### src/rtl/cavlc_coef_rebuild_pkg.sv
// Shared CAVLC definitions: FSM state encoding, coefficient width default,
// block-size constants and buffer-index helper.
package cavlc_coef_rebuild_pkg;

  localparam int unsigned COEF_W_DEFAULT = 16;
  localparam int unsigned NCOEF          = 16;
  localparam int unsigned IDX_W          = 4;
  localparam int unsigned CNT_W          = 5;
  localparam int unsigned SUM_W          = CNT_W + 1;
  localparam int unsigned RUN_W          = 4;
  localparam int unsigned BEAT_W         = 3;

  localparam logic [CNT_W-1:0] MAXC_4x4 = CNT_W'(16);
  localparam logic [CNT_W-1:0] MAXC_AC  = CNT_W'(15);
  localparam logic [CNT_W-1:0] MAXC_CDC = CNT_W'(4);

  typedef enum logic [1:0] {
    ST_IDLE = 2'd0,
    ST_LOAD = 2'd1,
    ST_SCAN = 2'd2
  } state_e;

  // Positions past the end of a 16-entry block pin to its top index.
  function automatic logic [IDX_W-1:0] pos_to_idx(input logic [CNT_W-1:0] pos);
    return (pos >= MAXC_4x4) ? IDX_W'(MAXC_AC) : pos[IDX_W-1:0];
  endfunction

endpackage

### src/rtl/cavlc_coef_buf.sv
// 16-entry coefficient buffer for one CAVLC block.
// Ports: clk, rst (sync, active-high clear), clr (sync clear), we/wr_idx/wr_data
// (single indexed write), rd_beat (beat index) -> rd_lo_c = coef[2k],
// rd_hi_c = coef[2k+1] (combinational read of the stored entries).
module cavlc_coef_buf
  import cavlc_coef_rebuild_pkg::*;
#(
  parameter int unsigned COEF_W = COEF_W_DEFAULT
) (
  input  logic              clk,
  input  logic              rst,
  input  logic              clr,
  input  logic              we,
  input  logic [IDX_W-1:0]  wr_idx,
  input  logic [COEF_W-1:0] wr_data,
  input  logic [BEAT_W-1:0] rd_beat,
  output logic [COEF_W-1:0] rd_lo_c,
  output logic [COEF_W-1:0] rd_hi_c
);

  logic [COEF_W-1:0] mem_q [NCOEF];
  logic [COEF_W-1:0] mem_d [NCOEF];

  // Clear wins over write; clear only happens on header acceptance.
  always_comb begin
    mem_d = mem_q;
    if (clr) begin
      for (int i = 0; i < int'(NCOEF); i++) mem_d[i] = '0;
    end else if (we) begin
      mem_d[wr_idx] = wr_data;
    end
  end

  always_ff @(posedge clk) begin
    if (rst) begin
      for (int i = 0; i < int'(NCOEF); i++) mem_q[i] <= '0;
    end else begin
      mem_q <= mem_d;
    end
  end

  assign rd_lo_c = mem_q[{rd_beat, 1'b0}];
  assign rd_hi_c = mem_q[{rd_beat, 1'b1}];

endmodule

### src/rtl/cavlc_coef_rebuild.sv
// CAVLC decode-side coefficient reconstruction. Takes a TotalCoeff/TotalZeros
// header and the reverse-ordered (level, run_before) stream of one 4x4, AC or
// chroma-DC block, places each level at its scan position and streams the
// block out as eight beats of two coefficients.
// Ports:
//   clk, rst                      clock, synchronous active-high reset
//   start_valid/start_ready       header handshake (ready only in IDLE)
//   total_coeff, total_zeros      block header
//   max_coeff, blk_start          block size (16/15/4), first index (1 for AC)
//   in_valid/in_ready, in_level, in_run    level/run stream, highest freq first
//   out_valid/out_ready, out_coef, out_beat, out_last  {coef[2k+1], coef[2k]}
//   out_nnz                       latched total_coeff
//   err                           sticky inconsistency flag, cleared on start
// Optional: define CAVLC_COEF_REBUILD_ERRCHK_EN to enable header/run checking
// and clamping; otherwise err is tied low.
module cavlc_coef_rebuild
  import cavlc_coef_rebuild_pkg::*;
#(
  parameter int unsigned COEF_W = COEF_W_DEFAULT
) (
  input  logic                clk,
  input  logic                rst,
  input  logic                start_valid,
  output logic                start_ready,
  input  logic [CNT_W-1:0]    total_coeff,
  input  logic [RUN_W-1:0]    total_zeros,
  input  logic [CNT_W-1:0]    max_coeff,
  input  logic                blk_start,
  input  logic                in_valid,
  output logic                in_ready,
  input  logic [COEF_W-1:0]   in_level,
  input  logic [RUN_W-1:0]    in_run,
  output logic                out_valid,
  input  logic                out_ready,
  output logic [2*COEF_W-1:0] out_coef,
  output logic [BEAT_W-1:0]   out_beat,
  output logic                out_last,
  output logic [CNT_W-1:0]    out_nnz,
  output logic                err
);

  state_e              state_q, state_d;
  logic [CNT_W-1:0]    pos_q, pos_d;
  logic [CNT_W-1:0]    rem_q, rem_d;
  logic [CNT_W-1:0]    max_q, max_d;
  logic [CNT_W-1:0]    nnz_q, nnz_d;
  logic                start_ready_q, start_ready_d;
  logic                in_ready_q, in_ready_d;
  logic                out_valid_q, out_valid_d;
  logic [BEAT_W-1:0]   out_beat_q, out_beat_d;
  logic                out_last_q, out_last_d;
  logic [2*COEF_W-1:0] out_coef_q, out_coef_d;

  logic [CNT_W-1:0]    hdr_tc_c;
  logic [RUN_W-1:0]    hdr_tz_c;
  logic [RUN_W-1:0]    run_eff_c;
  logic                load_c, clr_c;
  logic [IDX_W-1:0]    widx_c;
  logic [BEAT_W-1:0]   rd_beat_c;
  logic [COEF_W-1:0]   rd_lo_c, rd_hi_c;
  logic [COEF_W-1:0]   pair_lo_c, pair_hi_c;

`ifdef CAVLC_COEF_REBUILD_ERRCHK_EN
  logic [RUN_W-1:0]    zl_q, zl_d;
  logic                err_q, err_d;
  logic                hdr_err_c, run_err_c;
`endif

  // Header sanitising: clamp TotalCoeff, then TotalZeros against block size.
  always_comb begin
    hdr_tc_c = total_coeff;
    hdr_tz_c = total_zeros;
`ifdef CAVLC_COEF_REBUILD_ERRCHK_EN
    hdr_err_c = 1'b0;
    if (total_coeff > max_coeff) begin
      hdr_tc_c  = max_coeff;
      hdr_err_c = 1'b1;
    end
    if ((SUM_W'(hdr_tc_c) + SUM_W'(total_zeros)) > SUM_W'(max_coeff)) begin
      hdr_tz_c  = RUN_W'(max_coeff - hdr_tc_c);
      hdr_err_c = 1'b1;
    end
`endif
  end

  // A run can never consume more zeros than remain below the current level.
  always_comb begin
    run_eff_c = in_run;
`ifdef CAVLC_COEF_REBUILD_ERRCHK_EN
    run_err_c = 1'b0;
    if (in_run > zl_q) begin
      run_eff_c = zl_q;
      run_err_c = 1'b1;
    end
`endif
  end

  assign load_c    = (state_q == ST_LOAD) && in_valid;
  assign clr_c     = (state_q == ST_IDLE) && start_valid;
  assign widx_c    = pos_to_idx(pos_q);
  assign rd_beat_c = (state_q == ST_SCAN) ? out_beat_q + BEAT_W'(1) : '0;

  cavlc_coef_buf #(
    .COEF_W (COEF_W)
  ) u_buf (
    .clk     (clk),
    .rst     (rst),
    .clr     (clr_c),
    .we      (load_c),
    .wr_idx  (widx_c),
    .wr_data (in_level),
    .rd_beat (rd_beat_c),
    .rd_lo_c (rd_lo_c),
    .rd_hi_c (rd_hi_c)
  );

  // Next beat's pair; forwards the final level so beat 0 registers without a bubble.
  always_comb begin
    pair_lo_c = rd_lo_c;
    pair_hi_c = rd_hi_c;
    if (load_c && (widx_c == {rd_beat_c, 1'b0})) pair_lo_c = in_level;
    if (load_c && (widx_c == {rd_beat_c, 1'b1})) pair_hi_c = in_level;
    if ((max_q == MAXC_CDC) && (rd_beat_c >= BEAT_W'(2))) begin
      pair_lo_c = '0;
      pair_hi_c = '0;
    end
  end

  // Next-state and registered-output logic.
  always_comb begin
    state_d     = state_q;
    pos_d       = pos_q;
    rem_d       = rem_q;
    max_d       = max_q;
    nnz_d       = nnz_q;
    out_valid_d = out_valid_q;
    out_beat_d  = out_beat_q;
    out_last_d  = out_last_q;
    out_coef_d  = out_coef_q;
`ifdef CAVLC_COEF_REBUILD_ERRCHK_EN
    zl_d        = zl_q;
    err_d       = err_q;
`endif
    unique case (state_q)
      ST_IDLE: begin
        if (start_valid) begin
          pos_d = CNT_W'(blk_start) + hdr_tc_c + CNT_W'(hdr_tz_c) - CNT_W'(1);
          rem_d = hdr_tc_c;
          max_d = max_coeff;
          nnz_d = hdr_tc_c;
`ifdef CAVLC_COEF_REBUILD_ERRCHK_EN
          zl_d  = hdr_tz_c;
          err_d = hdr_err_c;
`endif
          if (hdr_tc_c == '0) begin
            state_d     = ST_SCAN;
            out_valid_d = 1'b1;
            out_beat_d  = '0;
            out_last_d  = 1'b0;
            out_coef_d  = '0;
          end else begin
            state_d = ST_LOAD;
          end
        end
      end
      ST_LOAD: begin
        if (in_valid) begin
          rem_d = rem_q - CNT_W'(1);
          if (rem_q > CNT_W'(1)) begin
            pos_d = pos_q - CNT_W'(1) - CNT_W'(run_eff_c);
`ifdef CAVLC_COEF_REBUILD_ERRCHK_EN
            zl_d  = zl_q - run_eff_c;
            err_d = err_q | run_err_c;
`endif
          end else begin
            // Last level: its run is implied by the zeros still left below it.
            state_d     = ST_SCAN;
            out_valid_d = 1'b1;
            out_beat_d  = '0;
            out_last_d  = 1'b0;
            out_coef_d  = {pair_hi_c, pair_lo_c};
          end
        end
      end
      ST_SCAN: begin
        if (out_ready) begin
          if (out_last_q) begin
            state_d     = ST_IDLE;
            out_valid_d = 1'b0;
            out_last_d  = 1'b0;
          end else begin
            out_beat_d = rd_beat_c;
            out_last_d = (rd_beat_c == BEAT_W'(7));
            out_coef_d = {pair_hi_c, pair_lo_c};
          end
        end
      end
      default: state_d = ST_IDLE;
    endcase
    start_ready_d = (state_d == ST_IDLE);
    in_ready_d    = (state_d == ST_LOAD);
  end

  always_ff @(posedge clk) begin
    if (rst) begin
      state_q       <= ST_IDLE;
      pos_q         <= '0;
      rem_q         <= '0;
      max_q         <= '0;
      nnz_q         <= '0;
      start_ready_q <= 1'b1;
      in_ready_q    <= 1'b0;
      out_valid_q   <= 1'b0;
      out_beat_q    <= '0;
      out_last_q    <= 1'b0;
      out_coef_q    <= '0;
`ifdef CAVLC_COEF_REBUILD_ERRCHK_EN
      zl_q          <= '0;
      err_q         <= 1'b0;
`endif
    end else begin
      state_q       <= state_d;
      pos_q         <= pos_d;
      rem_q         <= rem_d;
      max_q         <= max_d;
      nnz_q         <= nnz_d;
      start_ready_q <= start_ready_d;
      in_ready_q    <= in_ready_d;
      out_valid_q   <= out_valid_d;
      out_beat_q    <= out_beat_d;
      out_last_q    <= out_last_d;
      out_coef_q    <= out_coef_d;
`ifdef CAVLC_COEF_REBUILD_ERRCHK_EN
      zl_q          <= zl_d;
      err_q         <= err_d;
`endif
    end
  end

  assign start_ready = start_ready_q;
  assign in_ready    = in_ready_q;
  assign out_valid   = out_valid_q;
  assign out_beat    = out_beat_q;
  assign out_last    = out_last_q;
  assign out_coef    = out_coef_q;
  assign out_nnz     = nnz_q;
`ifdef CAVLC_COEF_REBUILD_ERRCHK_EN
  assign err         = err_q;
`else
  assign err         = 1'b0;
`endif

endmodule

### config.mk
export PLATFORM = sky130hd
export DESIGN_NAME = cavlc_coef_rebuild
export DESIGN_NICKNAME = d
export VERILOG_FILES = /design/src/rtl/cavlc_coef_rebuild_pkg.sv /design/src/rtl/cavlc_coef_buf.sv /design/src/rtl/cavlc_coef_rebuild.sv
export SDC_FILE = /design/constraint.sdc
export NUM_CORES = 1
export LEC_CHECK = 0
export ABC_AREA = 1
export BUFFER_PORTS_ARGS = -buffer_cell sky130_fd_sc_hd__buf_2
export CORE_MARGIN = 3
export CORE_UTILIZATION = 40
export DETAILED_ROUTE_END_ITERATION = 10
export MAX_ROUTING_LAYER = met4
export PLACE_DENSITY_LB_ADDON = 0.25
export SYNTH_ARGS = -nofsm -noshare
export SYNTH_HDL_FRONTEND = slang
export SYNTH_HIERARCHICAL = 1
export SYNTH_SLANG_ARGS = --single-unit
### constraint.sdc
create_clock -name clk -period 2 [get_ports clk]
set_input_delay 0.1 -clock clk [delete_from_list [all_inputs] [get_ports clk]]
set_output_delay 0.1 -clock clk [all_outputs]
set_load 0.02 [all_outputs]
# Yosys cells after proc, flatten, opt, wreduce, memory -nomap -nowiden
# Cells that the tools add are included.
[op_classes] n_eq_ne=15 bitwise=3 mul=0 addsub=7 shift=0 div_mod_pow=0 n_reduce_logical=18 n_mux=57 order_cmp=7
[ops] cell="$bwmux 256" n=1
[ops] cell="$mux 32" n=6
[ops] cell="$mux 16" n=9
[ops] cell="$bmux 16 s4" n=2
[ops] cell="$pmux 32 s3" n=1
[ops] cell="$demux 16 s4" n=1
[ops] cell="$mux 5" n=5
[ops] cell="$mux 3" n=7
[ops] cell="$ge 5x5->1 const B" n=4
[ops] cell="$pmux 5 s2" n=2
[ops] cell="$not 4->5" n=3
[ops] cell="$sub 5x1->5 const B" n=3
[ops] cell="$reduce_and 7->1" n=2
[ops] cell="$mux 1" n=12
[ops] cell="$mux 2" n=6
[ops] cell="$ne 2x2->1 const B" n=6
[ops] cell="$pmux 3 s3" n=1
[ops] cell="$eq 4x4->1" n=2
[ops] cell="$logic_and 1x1->1" n=6
[ops] cell="$pmux 1 s3" n=2
[ops] cell="$pmux 2 s3" n=1
[ops] cell="$reduce_and 6->1" n=1
[ops] cell="$add 1x5->5" n=1
[ops] cell="$add 5x4->5" n=1
[ops] cell="19 further kinds" n=22
[word_totals] inputBits=40 mem_count=0 output_inout_bits=45 latchBits=0 ram_bits=0 wordCells=134 rom_bits=0 ff_bits=317

# Depth between registers and ports, before layout
# Gate-level depths: netlist of the first run.
[logic_depth] depth_word=11 depth_mapped=16 mapped_depth_nobuf=15

# Modules after synthesis
# Netlist of the first run, hierarchy kept.
[by_module_without_submodules] mod="cavlc_coef_buf" instances=1 cells_per_inst=2295 seq_area_each_um2=5124.9 area_each_um2=13275.2
[by_module_without_submodules] mod="cavlc_coef_rebuild" instances=1 cells_per_inst=536 seq_area_each_um2=1221.2 area_each_um2=3528.4

# Worst setup path before layout of the first run
# Ideal clock, no wire load.
[synth_path] path_type="register to register" from="reg state_q[0]" to="reg u_buf/mem_q[128] in the netlist's numbering" path_stages_with_launch=11 setup_time_ps=64 path_slack_ps=-74 t_required_ps=1936 n_path_buf=3 t_arrival_ps=2010 synth_period_minus_slack_ps=2074 cell_sequence="dfxtp_1 -> inv_1 -> ha_1 -> nand2_1 -> inv_1 -> clkbuf_1 -> nor2_1 -> clkbuf_1 -> clkbuf_1 -> nand2_1 -> nor2_1"
[synth_between] elab_chain_cells=3 word_cells_on_any_way=5 cone_classes="1 x eq/ne; 4 x reduce/logical"
[synth_rtl] element="start: declaration" line_no="cavlc_coef_rebuild.sv:42" rtl="state_e state_q, state_d;"
[synth_rtl] element="start signal: assignment" line_no="cavlc_coef_rebuild.sv:222" rtl="state_q <= state_d;"
[synth_rtl] element="$logic_not 2->1" line_no="cavlc_coef_rebuild.sv:99" rtl="assign clr_c = (state_q == ST_IDLE) && start_valid;"
[synth_rtl] element="$logic_and 1x1->1" line_no="cavlc_coef_rebuild.sv:99"
[synth_rtl] element="named net clr_c" line_no="cavlc_coef_rebuild.sv:57" rtl="logic load_c, clr_c;"
[synth_rtl] element="$reduce_or 2->1 (no source line)"
[synth_rtl] element="end signal: assignment" line_no="cavlc_coef_buf.sv:38" rtl="mem_q <= mem_d;"
[synth_rtl] element="end: declaration" line_no="cavlc_coef_buf.sv:21" rtl="logic [COEF_W-1:0] mem_q [NCOEF];"
# The timed path passes the listed nets, and every way through them passes these cells.
# A chain may end at the register's enable or synchronous reset.

# Worst setup path after layout of the first run
[layout_path] from="reg state_q[0]" to="reg out_coef_q[31], in the netlist out_coef[31]"
[layout_between] elab_chain_cells=11 word_cells_on_any_way=28 cone_classes="1 x order compare; 9 x eq/ne; 11 x mux; 1 x bitwise; 6 x reduce/logical"
[layout_rtl] element="$eq 2x2->1" line_no="cavlc_coef_rebuild.sv:101, cavlc_coef_rebuild.sv:144"
[layout_rtl] element="$mux 3" line_no="cavlc_coef_rebuild.sv:101" rtl="assign rd_beat_c = (state_q == ST_SCAN) ? out_beat_q + BEAT_W'(1) : '0;"
[layout_rtl] element="$not 4->5 (implied by the code)" line_no="cavlc_coef_buf.sv:43" rtl="assign rd_hi_c = mem_q[{rd_beat, 1'b1}];"
[layout_rtl] element="$bmux 16 s4" line_no="cavlc_coef_buf.sv:43"
[layout_rtl] element="$mux 16 (implied by the code) (2 in series)" line_no="cavlc_coef_buf.sv:43"
[layout_rtl] element="$mux 16" line_no="cavlc_coef_rebuild.sv:122" rtl="if (load_c && (widx_c == {rd_beat_c, 1'b1})) pair_hi_c = in_level;"
[layout_rtl] element="$mux 16" line_no="cavlc_coef_rebuild.sv:123" rtl="if ((max_q == MAXC_CDC) && (rd_beat_c >= BEAT_W'(2))) begin"
[layout_rtl] element="$mux 32 (on tied branches)" line_no="cavlc_coef_rebuild.sv:187, cavlc_coef_rebuild.sv:169"
[layout_rtl] element="$mux 32 (on tied branches)" line_no="cavlc_coef_rebuild.sv:186, cavlc_coef_rebuild.sv:167"
[layout_rtl] element="$pmux 32 s3" line_no="cavlc_coef_rebuild.sv:144" rtl="unique case (state_q)"
[layout_rtl] element="end signal: assignment" line_no="cavlc_coef_rebuild.sv:232" rtl="out_coef_q <= out_coef_d;"
[layout_rtl] element="end: declaration" line_no="cavlc_coef_rebuild.sv:52" rtl="logic [2*COEF_W-1:0] out_coef_q, out_coef_d;"
# Several ways; a longest one is shown, not always the timed one. The select of a mux whose other input is x is not followed.

==> impl_metrics.ini, run 1 <==
[sta]
tightest_slew_ns = 0.777
whs_ns = -0.00641
postLayoutSetupSlackWorst_ns = 0.0423
skew_ns = 0.0176
fin_crit_sh_pct = 97.9
fmax_ghz = 0.511
rsz0062_at_grt = true
setup_tns_ns = 0
setup_viol = 0
relSlewSlack_pct = 48.2
hold_viol_final = 1
fin_crit_ns = 1.96
slew_violations = 0

[synth]
synth.most_common_cell = nand2_1
synth_area_um2 = 16800
synth.net_count = 2892
synth_seq_cells = 317
yosysTopAreaCell = dfxtp_1
synth_top_flop_cell = dfxtp_1
ys_seq_area_share_pct = 37.8
synth_area_leaders = dfxtp_1 (38%), nand2_1 (22%), nor2_1 (12%)
synth.lib_cells_used.distinct = 37
ys_top_cells_by_count = nand2_1 (1002), nor2_1 (546), inv_1 (337)
ys_warn_count = 6
synth_top_area_share_pct = 37.8
synth_edf_count = 0
async_reset_ff_share_pct = 0
syn_inst = 2831
avgSynthCellArea_um2 = 5.94

[detailed_routing]
ant_nets = 0
drt_iter0_drc = 1929
wl_met2_mm = 28.6
highest_layer = met4
vias = 18254
wl_met1_mm = 26.5
drcViolationCount = 0
met3_length_mm = 4.83
finalWirelength_mm = 62.3
dr.pass1.iters = 6
wire_per_inst_um = 17.6
avgViaCountPerCell = 5.17

[setup_path]
reg2reg_to = out_coef[31]
rr_worst_depth = 12
end_kind = flip-flop
cp.arrival_ns = 2.43
cp.required_ns = 2.47
critPathLaunchType = flip-flop
rrSetupSlack_ns = 0.04
critPathKind = reg -> reg
r2r-start = state_q[0]
critPathMaxFanout = 8

[min_path]
hold_start = total_coeff[0]
hold_class = in -> reg
holdPathStages = 3
hold_end = out_nnz[0]

[outcome]
violations = negative hold slack
status = finished with violations

[die]
die_w_um = 211
io_pins = 85
die_y_um = 211
fp.coreArea_um2 = 41200
die_area_um2 = 44500
num_rows = 74
start_util_pct = 40.8

[clock_network]
cts_tree = built
clock_latency_ns = 0.54
clock_sinks = 317
clockRootBuffer = clkbuf_16
cts_made_buffers = 37
cts_buffer_depth = 3
cts_max_level = 2
clk_pin_slew_ns = 0.06

[placed_design]
place_congestion = 0.922
dpl_worst_slack_ns = -0.110
dp_hpwl_mm = 38.3
placed_area_um2 = 18600
port_buffers = 83

[final_layout]
syn_to_final_growth_pct = 27.5
diodes = 0
final_area_um2 = 21400
nets = 3037
nFillCells = 4077
drive_gt1_share_pct = 14.3

[run]
cap_viol_max_count = 0

[global_routing]
grt_max_degree = 47
antenna_found_initial = 0
grt-ovfl-total = 0
groute.usage.overall_pct = 26.0
grt_pass1_wl_mm = 90.0
grt_pass1_vias = 16769

[power]
power.static_leakage_uw = 0.00974
vdd_drop_max_uv = 487
power.density_nw_per_um2 = 811
cell families after synthesis:
kind of cell	Yosys count	synth area share, %
and+or+nand+nor	1864	44.9
buffers and inverters	525	12.3
DFF	317	37.8
AOI/OAI and AO/OA	101	3.21
adders and majority gates	21	1.65
xor gates and xnor gates	2	0.104
other	1	0.0223
worst max path at each step:
stage,slack (ns),end,from,depth (start not counted)
after global routing,-0.08,out_coef[21],state_q[0],16
after floorplan,-0.06,u_buf/mem_q[128],state_q[0],10
after CTS,-0.02,out_coef[31],state_q[0],16
after detailed placement,-0.11,u_buf/mem_q[67],state_q[1],10
after global placement,-0.07,u_buf/mem_q[79],state_q[1],10
final,0.04,out_coef[31],state_q[0],12
routing by layer:
metal | vias up | track usage, %
met1 | 8549 | 33.0
li1 | 8827 | -
met2 | 741 | 42.6
met5 | - | -
met3 | 137 | 3.39
met4 | 0 | 9.52
critical path, stage by stage, from the launching register on:
cell and delay (ns):
dfxtp_2 0.33, inv_2 0.05, ha_4 0.18, buf_6 0.13
inv_4 0.05, o21ai_2 0.05, nor2_2 0.12, nand4_1 0.20
nor2_4 0.22, buf_12 0.15, clkbuf_16 0.18, nand3_2 0.08
a21oi_1 0.14
placed cells by master, fill, tap and decap left out, types with 15 or more instances in the layout:
cell type | Yosys | layout
dlygate4sd3_1 | 0 | 27
clkbuf_16 | 0 | 56
buf_12 | 0 | 47
o21ai_0 | 30 | 28
buf_4 | 10 | 79
nand2_2 | 3 | 25
nand2_1 | 1002 | 977
nand3_1 | 225 | 214
a21oi_1 | 56 | 45
nor2_1 | 546 | 535
buf_2 | 42 | 82
buf_6 | 1 | 19
dfxtp_1 | 317 | 310
inv_1 | 337 | 327
nor2_4 | 6 | 15
nand4_1 | 66 | 66
layout make-up:
class | instances | area [um2] | area share [%]
Tap cell | 532 | 666 | 3.11
Clock inverter | 9 | 73.8 | 0.345
Clock buffer | 56 | 1140 | 5.32
Multi-Input combinational cell | 1989 | 8720 | 40.7
Sequential cell | 317 | 6360 | 29.7
Timing Repair Buffer | 284 | 3120 | 14.6
Inverter | 347 | 1350 | 6.30
per-stage QoR:
stage	utilization [%]	std cells	power, uW	hold WS (ns)
floorplan	-	2831	8650	0.235
global route	52.0	3534	18000	0.0330
finish	52.0	3534	17400	-0.00641
detailed placement	45.2	3397	9930	0.371
global placement	45.2	3397	9900	0.355
CTS	49.2	3499	16800	0.00169
flip-flops by register name, indices dropped and copies added (netlist names):
| register | cells |
|---|---|
| in_ready | 1 |
| out_coef | 32 |
| u_buf/mem_q | 256 |
| out_last | 1 |
| pos_q | 5 |
| rem_q | 5 |
| state_q | 2 |
| start_ready | 1 |
| out_valid | 1 |
| out_nnz | 5 |
| max_q | 5 |
| out_beat | 3 |
power by group:
part	internal (uW)	switching [uW]
clock	4050	2790
sequential	6460	104
combinational	1420	2550
what timing repair did:
item	4_1_cts	5_1_grt
resized for setup	11	138
pin swaps	4	30
gates cloned	2	18
endpoints found under the hold margin	67	0
buffers inserted	7	19
endpoints found under the setup margin	64	245
hold buffers	29	0
Note: power is estimated with default switching activity, not from simulation.
==> inputs of run 2 (changes only) <==
--- a/config.mk
+++ b/config.mk
@@ -12,6 +12,7 @@
 export DETAILED_ROUTE_END_ITERATION = 10
 export MAX_ROUTING_LAYER = met4
 export PLACE_DENSITY_LB_ADDON = 0.25
+export SETUP_SLACK_MARGIN = 0.5
 export SYNTH_ARGS = -nofsm -noshare
 export SYNTH_HDL_FRONTEND = slang
 export SYNTH_HIERARCHICAL = 1
==> run 2 against run 1 <==
  * The run ends with negative setup slack left
  * Count of clock-buffer cells in the layout shrank 5
  * Clock power is essentially flat
  * Clock skew shrank 0.0032 ns
  * Routed wire length grew 6.5%
  * Global-route usage grew 1.4 points
  * Final cell count grew 0.11%
  * Design area grew 4.9%
==> impl_metrics.ini, run 2 (synthesis gave the netlist of run 1 again) <==
[outcome]
status = finished with violations
violations = negative setup slack

[clock_network]
clock_latency_ns = 0.54
clk_pin_slew_ns = 0.07
cts_buffer_depth = 3
cts_made_buffers = 37
cts_max_level = 2
clockRootBuffer = clkbuf_16
cts_tree = built
clock_sinks = 317

[power]
power.static_leakage_uw = 0.00994
pwr-share-seq_pct = 37.3
power.density_nw_per_um2 = 784
total_power_uw = 17600
vdd_drop_max_uv = 720
p_sw_uw = 5710
pwr-share-clk_pct = 38.9
switching_share_pct = 32.4
intPower_uw = 11900
pwr-share-comb_pct = 23.8

[final_layout]
diodes = 0
nFillCells = 3961
largest_register = u_buf/mem_q
drive_gt1_share_pct = 21.0
syn_to_final_growth_pct = 33.8
final_common_cell = nand2_1
largest_reg_flops = 256
nets = 3045
layout_common_cells = nand2_1 (888), nor2_1 (502), inv_1 (318)
multiInputGateArea_um2 = 9580
final_cell_count_no_fill = 3538
regArea_um2 = 6370

[placed_design]
dpl_worst_slack_ns = -0.0311
port_buffers = 83
dp_cells = 3365
place_congestion = 0.883
dp_hpwl_mm = 38.1

[die]
fp.coreArea_um2 = 41200
num_rows = 74
io_pins = 85
start_util_pct = 40.8
die_area_um2 = 44500
die_y_um = 211
die_w_um = 211

[detailed_routing]
dr.pass1.iters = 6
finalWirelength_mm = 66.4
ant_nets = 0
drcViolationCount = 0
drt_iter0_drc = 1883
wire_per_inst_um = 18.8
avgViaCountPerCell = 5.25
vias = 18586

[setup_path]
end_kind = flip-flop
cp-endpoint = out_coef[13]
rrSetupSlack_ns = -0.07
reg2reg_to = out_coef[13]
critPathLaunchType = flip-flop
cp.required_ns = 2.41
rr_worst_depth = 14
critPathMaxFanout = 8
critPathKind = reg -> reg
r2r-start = state_q[0]
crit_start = state_q[0]
cp.arrival_ns = 2.48

[sta]
tightest_slew_ns = 0.983
fin_crit_ns = 2.07
rsz0062_at_grt = true
hold_viol_final = 0
setup_viol = 31
setup_tns_ns = -1.23
skew_ns = 0.0144
fmax_ghz = 0.484
fin_crit_sh_pct = 103
relSlewSlack_pct = 34.4
slew_violations = 0
postLayoutSetupSlackWorst_ns = -0.0661

[global_routing]
groute.usage.overall_pct = 27.4
use_met2_pct = 43.9
antenna_found_initial = 0
grt-ovfl-total = 0
grt_pass1_vias = 17096
top_usage_layer = met2
grt_pass1_wl_mm = 93.9
use_met1_pct = 35.2
grt_max_degree = 60
use_met3_pct = 3.62

[run]
cap_viol_max_count = 0

[min_path]
hold_class = in -> reg
[run 2: per-layer routing]
metal,wire (um),vias up
li1,-,8857
met1,27100,8616
met2,30300,871
met3,5450,242
met4,3620,0
met5,0,-
[run 2: worst min-delay path by stage]
stage                       from          endpoint  cells after the start
finish              in_level[10]   u_buf/mem_q[58]                      4
floorplan            in_level[0]  u_buf/mem_q[192]                      2
CTS                  start_valid          max_q[1]                      4
global route         in_level[9]  u_buf/mem_q[201]                      4
global placement    max_coeff[2]          max_q[2]                      3
detailed placement  max_coeff[0]          max_q[0]                      3
[run 2: final cells by class]
class | instances | area share [%]
multi-input cells | 1990 | 42.6
flip-flops and latches | 317 | 28.3
repair buffers | 291 | 14.7
inverters | 347 | 6.05
clock buffers | 51 | 4.85
well taps | 532 | 2.96
clock inverters | 10 | 0.473
[run 2: metrics by stage]
step | hold slack [ns] | util (%) | instance area, um2
2_1_floorplan | 0.235 | - | 17300
4_1_cts | 0.00777 | 50.3 | 20700
3_5_place_dp | 0.367 | 44.7 | 18400
3_3_place_gp | 0.357 | 44.7 | 18400
6_report | 0.0188 | 54.6 | 22500
5_1_grt | 0.0298 | 54.6 | 22500
[run 2: power groups by stage]
stage / Sequential [uW] / Clock [uW] / Combinational (uW)
floorplan: 6700 / 0 / 2060
global placement: 6680 / 0 / 3160
detailed placement: 6690 / 0 / 3190
CTS: 6550 / 6910 / 3520
global route: 6580 / 7180 / 4470
finish: 6570 / 6850 / 4200
[run 2: timing repair]
action,in CTS,in global routing
hold buffers,24,0
cloned,10,22
endpoints found under the hold margin,54,0
setup endpoints to repair,307,307
pin swaps,16,144
setup buffers,38,18
resized for setup,75,325
[run 2: worst max-delay path, stage by stage, from the launching register on]
cell and delay, ns:
dfxtp_4 0.38, inv_4 0.05, ha_4 0.19, nand2_4 0.12
clkinv_8 0.13, buf_12 0.17, nand2_4 0.07, nand2_4 0.07
nor2_4 0.14, nand3_4 0.14, buf_12 0.18, nand2_1 0.10
nand2_2 0.07, nand2_1 0.08, a21oi_2 0.05
